$ cat src/rtl/mem_pkg.sv
// Shared encodings for the byte-serial multi-port memory controller.
// Size codes, FSM states, IO region tag and byte-count helper.
package mem_pkg;

  typedef enum logic [1:0] {
    SZ_B = 2'b00,
    SZ_H = 2'b01,
    SZ_W = 2'b10
  } sz_e;

  typedef enum logic [1:0] {
    IDLE,
    XFER,
    DONE
  } state_e;

  localparam logic [1:0] IO_REG = 2'b11;

  // sz 11 is treated as a word
  function automatic logic [2:0] nbytes(input logic [1:0] sz);
    unique case (sz)
      SZ_B:    return 3'd1;
      SZ_H:    return 3'd2;
      default: return 3'd4;
    endcase
  endfunction

endpackage

$ cat src/rtl/mem_rd_pipe.sv
// Read return pipe: tracks issued read bytes for RD_LAT edges,
// assembles returning bytes into lanes and extends the result.
module mem_rd_pipe
  import mem_pkg::*;
#(
  parameter int RD_LAT = 2
) (
  input  logic        clk,
  input  logic        rst,
  input  logic        flush,
  input  logic        push,
  input  logic [1:0]  push_idx,
  input  logic        push_last,
  input  logic [1:0]  sz,
  input  logic        sext,
  input  logic [7:0]  mem_din,
  output logic        fin,
  output logic [31:0] rdata
);

  logic [RD_LAT-1:0] v;
  logic [RD_LAT-1:0] lst;
  logic [1:0]        ix [RD_LAT];
  logic [31:0]       lanes;
  logic [31:0]       merged;
  logic              cap;

  assign cap = v[RD_LAT-1] & ~flush;
  assign fin = cap & lst[RD_LAT-1];

  always_comb begin
    merged = lanes;
    merged[{ix[RD_LAT-1], 3'b000} +: 8] = mem_din;
  end

  function automatic logic [31:0] ext(
    input logic [31:0] m,
    input logic [1:0]  s,
    input logic        sx
  );
    unique case (nbytes(s))
      3'd1:    return {{24{sx & m[7]}}, m[7:0]};
      3'd2:    return {{16{sx & m[15]}}, m[15:0]};
      default: return m;
    endcase
  endfunction

  always_ff @(posedge clk) begin
    if (rst) begin
      v     <= '0;
      lst   <= '0;
      lanes <= '0;
      rdata <= '0;
      for (int k = 0; k < RD_LAT; k++) ix[k] <= '0;
    end else begin
      v[0]   <= push & ~flush;
      ix[0]  <= push_idx;
      lst[0] <= push_last;
      for (int k = 1; k < RD_LAT; k++) begin
        v[k]   <= v[k-1] & ~flush;
        ix[k]  <= ix[k-1];
        lst[k] <= lst[k-1];
      end
      if (cap) lanes <= merged;
      if (fin) rdata <= ext(merged, sz, sext);
    end
  end

endmodule

$ cat src/rtl/mem_ctrl_mp.sv
// Multi-port byte-serial RAM controller: fixed-priority arbiter,
// issue FSM and write path; read returns go through mem_rd_pipe.
module mem_ctrl_mp
  import mem_pkg::*;
#(
  parameter int ADDR_W = 32,
  parameter int NPORT  = 3,
  parameter int RD_LAT = 2,
  parameter int IO_LSB = 16
) (
  input  logic                    clk,
  input  logic                    rst,
  input  logic [NPORT-1:0]        req,
  input  logic [NPORT-1:0]        we,
  input  logic [3*NPORT-1:0]      size,
  input  logic [ADDR_W*NPORT-1:0] addr,
  input  logic [32*NPORT-1:0]     wdata,
  output logic [31:0]             rdata,
  output logic [NPORT-1:0]        done,
  output logic                    busy,
  input  logic [7:0]              mem_din,
  output logic [7:0]              mem_dout,
  output logic [ADDR_W-1:0]       mem_a,
  output logic                    mem_wr,
  input  logic                    io_buffer_full
);

  state_e state, state_n;

  logic [2:0]        g, sel, dsel, cnt, cur_cnt, cur_n, n_l;
  logic [2:0]        size_s;
  logic [1:0]        sz_l;
  logic              we_l, sext_l, we_s, req_g, any, idle;
  logic              cur_we, io, abort, issue, stall, fire;
  logic              last, wr_last, rd_fin;
  logic [ADDR_W-1:0] addr_l, addr_s, addr_g, cur_addr, baddr;
  logic [31:0]       wdata_l, wdata_s, cur_wd;
  logic [NPORT-1:0]  done_n;

  // lowest index wins; also pick out the granted port's live inputs
  always_comb begin
    any     = 1'b0;
    sel     = '0;
    req_g   = 1'b0;
    addr_g  = '0;
    we_s    = 1'b0;
    size_s  = '0;
    addr_s  = '0;
    wdata_s = '0;
    for (int p = NPORT - 1; p >= 0; p--) begin
      if (req[p]) begin
        any = 1'b1;
        sel = 3'(p);
      end
    end
    for (int p = 0; p < NPORT; p++) begin
      if (g == 3'(p)) begin
        req_g  = req[p];
        addr_g = addr[ADDR_W*p +: ADDR_W];
      end
      if (sel == 3'(p)) begin
        we_s    = we[p];
        size_s  = size[3*p +: 3];
        addr_s  = addr[ADDR_W*p +: ADDR_W];
        wdata_s = wdata[32*p +: 32];
      end
    end
  end

  assign idle     = (state == IDLE);
  assign n_l      = nbytes(sz_l);
  assign cur_we   = idle ? we_s : we_l;
  assign cur_n    = idle ? nbytes(size_s[1:0]) : n_l;
  assign cur_addr = idle ? addr_s : addr_l;
  assign cur_wd   = idle ? wdata_s : wdata_l;
  assign cur_cnt  = idle ? 3'd0 : cnt;
  assign baddr    = cur_addr + ADDR_W'(cur_cnt);
  assign io       = (baddr[IO_LSB+1:IO_LSB] == IO_REG);

  assign abort = (state == XFER) & ~we_l
               & (~req_g | (addr_g != addr_l));
  assign issue = ((idle & any) | ((state == XFER) & (cnt < n_l)))
               & ~abort;
  assign stall   = cur_we & io & io_buffer_full;
  assign fire    = issue & ~stall;
  assign last    = (cur_cnt == cur_n - 3'd1);
  assign wr_last = fire & cur_we & last;
  assign dsel    = idle ? sel : g;
  assign busy    = (state != IDLE);

  always_comb begin
    state_n = state;
    unique case (state)
      IDLE:    if (any) state_n = wr_last ? DONE : XFER;
      XFER: begin
        if (abort)                 state_n = IDLE;
        else if (wr_last | rd_fin) state_n = DONE;
      end
      DONE:    state_n = IDLE;
      default: state_n = IDLE;
    endcase
    for (int p = 0; p < NPORT; p++)
      done_n[p] = (wr_last | rd_fin) & (dsel == 3'(p));
  end

  always_ff @(posedge clk) begin
    if (rst) begin
      state    <= IDLE;
      g        <= '0;
      cnt      <= '0;
      we_l     <= 1'b0;
      sz_l     <= '0;
      sext_l   <= 1'b0;
      addr_l   <= '0;
      wdata_l  <= '0;
      mem_a    <= '0;
      mem_dout <= '0;
      mem_wr   <= 1'b0;
      done     <= '0;
    end else begin
      state  <= state_n;
      done   <= done_n;
      mem_wr <= fire & cur_we;
      if (idle && any) begin
        g       <= sel;
        we_l    <= we_s;
        sz_l    <= size_s[1:0];
        sext_l  <= size_s[2];
        addr_l  <= addr_s;
        wdata_l <= wdata_s;
      end
      if (fire)      cnt <= cur_cnt + 3'd1;
      else if (idle) cnt <= '0;
      if (fire) begin
        mem_a <= baddr;
        if (cur_we) mem_dout <= cur_wd[{cur_cnt[1:0], 3'b000} +: 8];
      end
    end
  end

  mem_rd_pipe #(.RD_LAT(RD_LAT)) u_rd_pipe (
    .clk       (clk),
    .rst       (rst),
    .flush     (abort),
    .push      (fire & ~cur_we),
    .push_idx  (cur_cnt[1:0]),
    .push_last (last),
    .sz        (sz_l),
    .sext      (sext_l),
    .mem_din   (mem_din),
    .fin       (rd_fin),
    .rdata     (rdata)
  );

endmodule

$ cat config.mk
export PLATFORM = sky130hd
export DESIGN_NAME = mem_ctrl_mp
export DESIGN_NICKNAME = d
export VERILOG_FILES = /design/src/rtl/mem_pkg.sv /design/src/rtl/mem_rd_pipe.sv /design/src/rtl/mem_ctrl_mp.sv
export SDC_FILE = /design/constraint.sdc
export NUM_CORES = 1
export LEC_CHECK = 0
export BUFFER_PORTS_ARGS = -buffer_cell sky130_fd_sc_hd__buf_2
export CAP_MARGIN = 20
export CORE_MARGIN = 8
export CORE_UTILIZATION = 40
export CTS_CLUSTER_DIAMETER = 60
export DETAILED_ROUTE_END_ITERATION = 8
export PLACE_DENSITY = 0.71
export RECOVER_POWER = 50
export SYNTH_ARGS = -nofsm -noshare
export SYNTH_HDL_FRONTEND = slang
export SYNTH_SLANG_ARGS = --single-unit
$ cat constraint.sdc
create_clock -name clk -period 6.4 [get_ports clk]
set_input_delay 1.6 -clock clk [delete_from_list [all_inputs] [get_ports clk]]
set_output_delay 1.6 -clock clk [all_outputs]
set_load 0.02 [all_outputs]
==> reports/qor.yml, run 1 <==
global_route:
  grt_max_degree: 89
  grt_util_all_layers_pct: 23.28
  grt_remaining_overflow: 0
  grt_pass1_wl_um: 67190
  antenna_found_initial: 1
  grt_pass1_vias: 12090
cells_and_area:
  drive_gt1_share_pct: 18.89
  final_nets: 1998
  layout.cells.non_filler: 2169
  syn2layout_area_growth_pct: 18.90
  insertedDiodeCount: 0
routing:
  wire_per_inst_um: 20.06
  dr.pass1.iters: 6
  wirelength_um: 43510
  remaining_drc_errors: 0
  detail_route.iter0.violations: 1356
  viasPerCell: 5.869
  num_vias: 12730
  antenna_left: 0
pwr:
  p_clk_share_pct: 30.4
  p_comb_share_pct: 29.5
  seqPwrFrac_pct: 40.2
  p_int_mw: 2.186
  power-per-cell-area_nw_per_um2: 246.1
  irDropWorstVdd_uv: 214.5
  leakagePower_nw: 5.451
  switching_share_pct: 36.94
  switching_power_mw: 1.280
synthesis:
  seq_area_frac_synth_pct: 32.27
  synthTopCellsByCount: "241 x nand2_1, 191 x dfxtp_1, 139 x a21oi_1"
  synth.distinct_cells: 79
  synth_top_area_share_pct: 32.27
  synth_edf_count: 0
  synth_ff_type: "dfxtp_1"
  ys_ff_latch: 191
  yosys.area.top_type: "dfxtp_1"
  yosys-top-cells-area: "dfxtp_1 32%, nand2_1 7.6%, a21oi_1 5.9%"
  syn-cell-area_um2: 11850
  synth_nets: 1774
  synthArstFlopShare_pct: 0
  synth_warnings: 0
  syn_inst: 1543
  yosysMostFrequentCell: "nand2_1"
  syn_avg_cell_area_um2: 7.678
clock_network:
  post-cts-setup-buffers: 0
  cts_inserted_buffers: 17
  cts_buffer_depth: 2
  cts-resized-gates: 0
  hold_buffers: 0
  insertion_delay_ns: 0.44
  clk_pin_slew_ns: 0.07
  cts_tree: "done"
  htreeDepth: 4
  root_buffer: "clkbuf_16"
  cts_sinks: 191
timing:
  finalCritPeriodShare_pct: 89.53
  fin_tns_setup_ns: 0
  finalHoldViolations: 0
  fmax_ghz: 0.1745
  worst_pin_slew_ns: 2.818
  finClkSkew_ns: 0.01473
  rsz0062_at_grt: "no"
  max_slew_margin_pct: -87.84
  final-max-slew-violation-count: 159
  setup-violations-final: 0
  min_period_ns: 5.730
outcome:
  status: "complete, but fails checks"
  violations: "capacitance limit, slew limit"
floorplan:
  die_width_um: 188.1
  fp.dieH_um: 188.1
  start_util_pct: 40.30
  dieArea_um2: 35380
  fp-row-count: 63
  io_pins: 295
  coreArea_um2: 29400
run:
  maxCapViolations: 3
worst_setup_path:
  crit_type: "primary input to register"
  critPathMaxFanout: 13
  endpoint_kind: "register"
  required_ns: 6.71
  worst-endpoint-arrival_ns: 6.03
  startpoint_type: "primary input"
placement:
  dp_hpwl_um: 32640
  portBuffers: 294
  dp_cells: 2136
  finalWeightedCongestion: 0.9718
hold_path:
  hp-class: "register to register"
==> worst max-delay path, cell delays in order <==
cell	delay, ns
buf_2	0.23
nand2b_1	0.22
nand2_1	0.08
a21oi_1	0.16
a21oi_1	0.09
o21ai_0	0.23
ha_1	0.22
inv_1	0.06
fa_1	0.41
inv_1	0.07
a21oi_1	0.08
or3_1	0.51
a2111oi_4	0.58
a2111oi_1	0.20
o31ai_4	0.65
buf_4	0.28
a32oi_1	0.11
a211oi_1	0.24
==> cells by family after synthesis <==
kind of cell / count (synthesis) / synth area share, %
and+or+nand+nor: 559 / 21.84
muxes: 83 / 7.942
xor gates and xnor gates: 56 / 4.140
DFF: 191 / 32.27
adders and majority gates: 13 / 1.436
buffers and inverters: 168 / 5.639
AOI/OAI and AO/OA: 473 / 26.73
==> per-layer routing <==
layer	GRT usage (%)	vias up	share of wire [%]	wire, um
met2	36.07	586	44	19260
met4	6.970	2	2.3	1013
met5	0	-	0.028	12
met3	4.922	75	8.0	3472
met1	31.95	5987	45	19750
li1	-	6080	-	-
==> power by group through the flow <==
| stage | combinational, mW | sequential, mW | clock, mW |
|---|---|---|---|
| 4_1_cts | 1.02 | 1.39 | 1.07 |
| 3_5_place_dp | 1.02 | 1.42 | 0 |
| 2_1_floorplan | 0.626 | 1.43 | 0 |
| 6_report | 1.02 | 1.39 | 1.05 |
| 5_1_grt | 1.11 | 1.41 | 1.12 |
| 3_3_place_gp | 1.00 | 1.42 | 0 |
==> state kept, by name, indices dropped and copies added (netlist names) <==
signal           flops
u_rd_pipe.lst        2
sext_l               1
we_l                 1
sz_l                 2
mem_dout             8
u_rd_pipe.ix         4
state                2
wdata_l             32
done                 3
mem_a               32
mem_wr               1
addr_l              32
u_rd_pipe.lanes     32
u_rd_pipe.rdata     32
g                    2
cnt                  3
u_rd_pipe.v          2
==> worst paths after layout <==
| kind | slack [ns] | cells past startpoint | from | endpoint |
|---|---|---|---|---|
| max | 0.67 | 18 | req[0] | state[1] |
| min reg2reg | 0.44 | 1 | u_rd_pipe.ix[0][0] | u_rd_pipe.ix[0][2] |
| max reg2reg | 1.24 | 16 | state[0] | state[1] |
| min | 0.44 | 1 | u_rd_pipe.ix[0][0] | u_rd_pipe.ix[0][2] |
==> cells in the final DEF (no fill, tap or decap), types with 36 or more instances in the layout <==
| cell type | count |
|---|---|
| dfxtp_1 | 190 |
| xnor2_1 | 50 |
| nand2_1 | 241 |
| o21ai_0 | 99 |
| buf_2 | 217 |
| mux2i_1 | 67 |
| nor2_1 | 122 |
| buf_4 | 36 |
| nand3_1 | 43 |
| a21oi_1 | 138 |
| clkbuf_1 | 80 |
==> final cells by class <==
cell class | instances | area [um2]
Sequential cell | 191 | 3825
Multi-Input combinational cell | 1184 | 7395
Clock inverter | 14 | 146.4
Clock buffer | 17 | 425.4
Fill cell | 2964 | 15310
Tap cell | 390 | 488.0
Inverter | 39 | 146.4
Timing Repair Buffer | 334 | 1662
==> stage by stage <==
step           hold slack, ns  power, mW  area [um2]  utilization (%)  setup slack [ns]
4_1_cts                0.4471      3.479       14190            48.25            0.7969
6_report               0.4422      3.467       14090            47.91            0.6704
5_1_grt                0.4629      3.632       14090            47.91            0.3477
3_3_place_gp           0.4234      2.415       13610            46.28            0.5552
3_5_place_dp           0.4300      2.434       13620            46.31            0.3658
2_1_floorplan          0.4138      2.056       11850                -            0.1691
No activity file was read; power rests on OpenSTA's default activity.
==> run 2, diff against run 1 <==
- CORE_ASPECT_RATIO: not set -> 1.75
- PLACE_DENSITY: 0.71 -> 0.69
- clock period: 6.4 -> 6.1 ns (I/O delays scaled with it)
==> reports/qor.yml, run 2 (synthesis gave the netlist of run 1 again) <==
routing:
  wire_per_inst_um: 21.01  # was 20.06 um
  wirelength_um: 45310  # was 43510 um
  remaining_drc_errors: 0  # unchanged
  antenna_left: 0  # unchanged
  detail_route.iter0.violations: 890  # was 1356
  num_vias: 12770  # was 12730
  dr.pass1.iters: 6  # unchanged
  viasPerCell: 5.922  # was 5.869
timing:
  fmax_ghz: 0.1807
  max_slew_margin_pct: -149.3  # was -87.84%
  setup-violations-final: 0  # unchanged
  fin_tns_setup_ns: 0  # unchanged
  min_period_ns: 5.535
  worst_pin_slew_ns: 3.740  # was 2.818 ns
  finalCritPeriodShare_pct: 90.73
  worst_slack_ns: 0.5655  # was 0.6704 ns
  rsz0062_at_grt: "no"  # unchanged
  finClkSkew_ns: 0.01330  # was 0.01473 ns
  final-max-slew-violation-count: 160  # was 159
  finalHoldViolations: 0  # unchanged
worst_setup_path:
  endpoint_kind: "register"  # unchanged
  worst-endpoint-arrival_ns: 5.67  # was 6.03 ns
  required_ns: 6.23  # was 6.71 ns
  startpoint_type: "primary input"  # unchanged
  crit_type: "primary input to register"  # unchanged
  critPathMaxFanout: 9  # was 13
placement:
  finalWeightedCongestion: 0.9887  # was 0.9718
  dp_hpwl_um: 34280  # was 32640 um
  pre_cts_ws_ns: 0.4304  # was 0.3658 ns
  portBuffers: 294  # unchanged
cells_and_area:
  drive_gt1_share_pct: 18.70  # was 18.89%
  num-fill-cells: 3047  # was 2964
  final_common_cell: "nand2_1"  # unchanged
  final_nets: 1994  # was 1998
  layout_common_cells: "240 x nand2_1, 216 x buf_2, 189 x dfxtp_1"  # was 241 x nand2_1, 217 x buf_2, 190 x dfxtp_1
  insertedDiodeCount: 0  # unchanged
  utilization_pct: 48.00  # was 47.91%
  syn2layout_area_growth_pct: 18.66  # was 18.90%
pwr:
  power-per-cell-area_nw_per_um2: 259.1  # was 246.1 nW/um2
  irDropWorstVdd_uv: 230.2  # was 214.5 uV
  leakagePower_nw: 5.447  # was 5.451 nW
global_route:
  grt_remaining_overflow: 0  # unchanged
  grt_max_degree: 83  # was 89
  antenna_found_initial: 1  # unchanged
  grt_util_all_layers_pct: 24.57  # was 23.28%
  grt_pass1_wl_um: 69710  # was 67190 um
  grt_pass1_vias: 12290  # was 12090
floorplan:
  fp-row-count: 83  # was 63
  io_pins: 295  # unchanged
  coreArea_um2: 29290  # was 29400 um2
  fp.dieH_um: 243.7  # was 188.1 um
  die_width_um: 146.1  # was 188.1 um
  start_util_pct: 40.46  # was 40.30%
  dieArea_um2: 35600  # was 35380 um2
hold_path:
  hp-class: "register to register"  # unchanged
clock_network:
  root_buffer: "clkbuf_16"  # unchanged
  hold_buffers: 0  # unchanged
  cts-resized-gates: 0  # unchanged
  post-cts-setup-buffers: 0  # unchanged
  cts_tree: "done"  # unchanged
  clk_pin_slew_ns: 0.07  # about the same
  cts_inserted_buffers: 17  # unchanged
  insertion_delay_ns: 0.45  # was 0.44 ns
  cts_sinks: 191  # unchanged
  htreeDepth: 4  # unchanged
  cts_buffer_depth: 2  # unchanged
run:
  maxCapViolations: 3  # unchanged
outcome:
  violations: "capacitance limit, slew limit"  # unchanged
  status: "complete, but fails checks"  # unchanged
-- run 2: area by class of cell --
| type | count | area [um2] | share of cell area (%) |
|---|---|---|---|
| clock buffers | 20 | 466.7 | 3.320 |
| inverters | 39 | 146.4 | 1.041 |
| repair buffers | 330 | 1642 | 11.68 |
| well taps | 382 | 478.0 | 3.400 |
| multi-input cells | 1184 | 7395 | 52.60 |
| flip-flops and latches | 191 | 3826 | 27.22 |
| clock inverters | 11 | 105.1 | 0.7476 |
-- run 2: per-stage QoR --
| step | hold slack (ns) | instance area [um2] | total power [mW] | cells |
|---|---|---|---|---|
| after floorplan | 0.4138 | 11850 | 2.157 | 1543 |
| after detailed placement | 0.4248 | 13600 | 2.558 | 2126 |
| final | 0.4365 | 14060 | 3.643 | 2157 |
| after global routing | 0.4606 | 14060 | 3.817 | 2157 |
| after CTS | 0.4409 | 14170 | 3.670 | 2157 |
| after global placement | 0.4189 | 13580 | 2.540 | 2125 |
-- run 2: critical path, stage by stage --
cell and delay, ns:
clkbuf_1 0.38, nor2b_4 0.30, nand2_1 0.07, a21oi_1 0.12, a21oi_1 0.06, o21ai_0 0.22
ha_1 0.22, inv_1 0.05, fa_1 0.39, inv_1 0.07, a21oi_1 0.11, or3_1 0.51
a2111oi_4 0.41, a2111oi_1 0.16, o31a_2 0.47, nor2_2 0.42, a2111oi_0 0.18
-- run 2: path summary, 6_finish.rpt --
check | start | end | slack (ns) | depth (start not counted)
min | u_rd_pipe.ix[0][1] | u_rd_pipe.ix[0][3] | 0.44 | 1
min reg2reg | u_rd_pipe.ix[0][1] | u_rd_pipe.ix[0][3] | 0.44 | 1
max reg2reg | state[1] | state[0] | 1.25 | 15
max | req[1] | state[0] | 0.57 | 17
-- run 2: power breakdown --
group,leakage (nW),switching (mW),total [mW],internal (mW)
Clock,0.283,0.514,1.11,0.598
Combinational,3.60,0.685,1.07,0.386
Sequential,1.56,0.101,1.46,1.36
-- run 2: routing by layer --
layer / vias to the layer above / wire length [um] / track usage (%)
met2: 583 / 23100 / 43.77
li1: 6069 / - / -
met4: 0 / 1792 / 11.11
met1: 6029 / 17270 / 28.13
met3: 93 / 3155 / 4.157
met5: - / 0 / 0
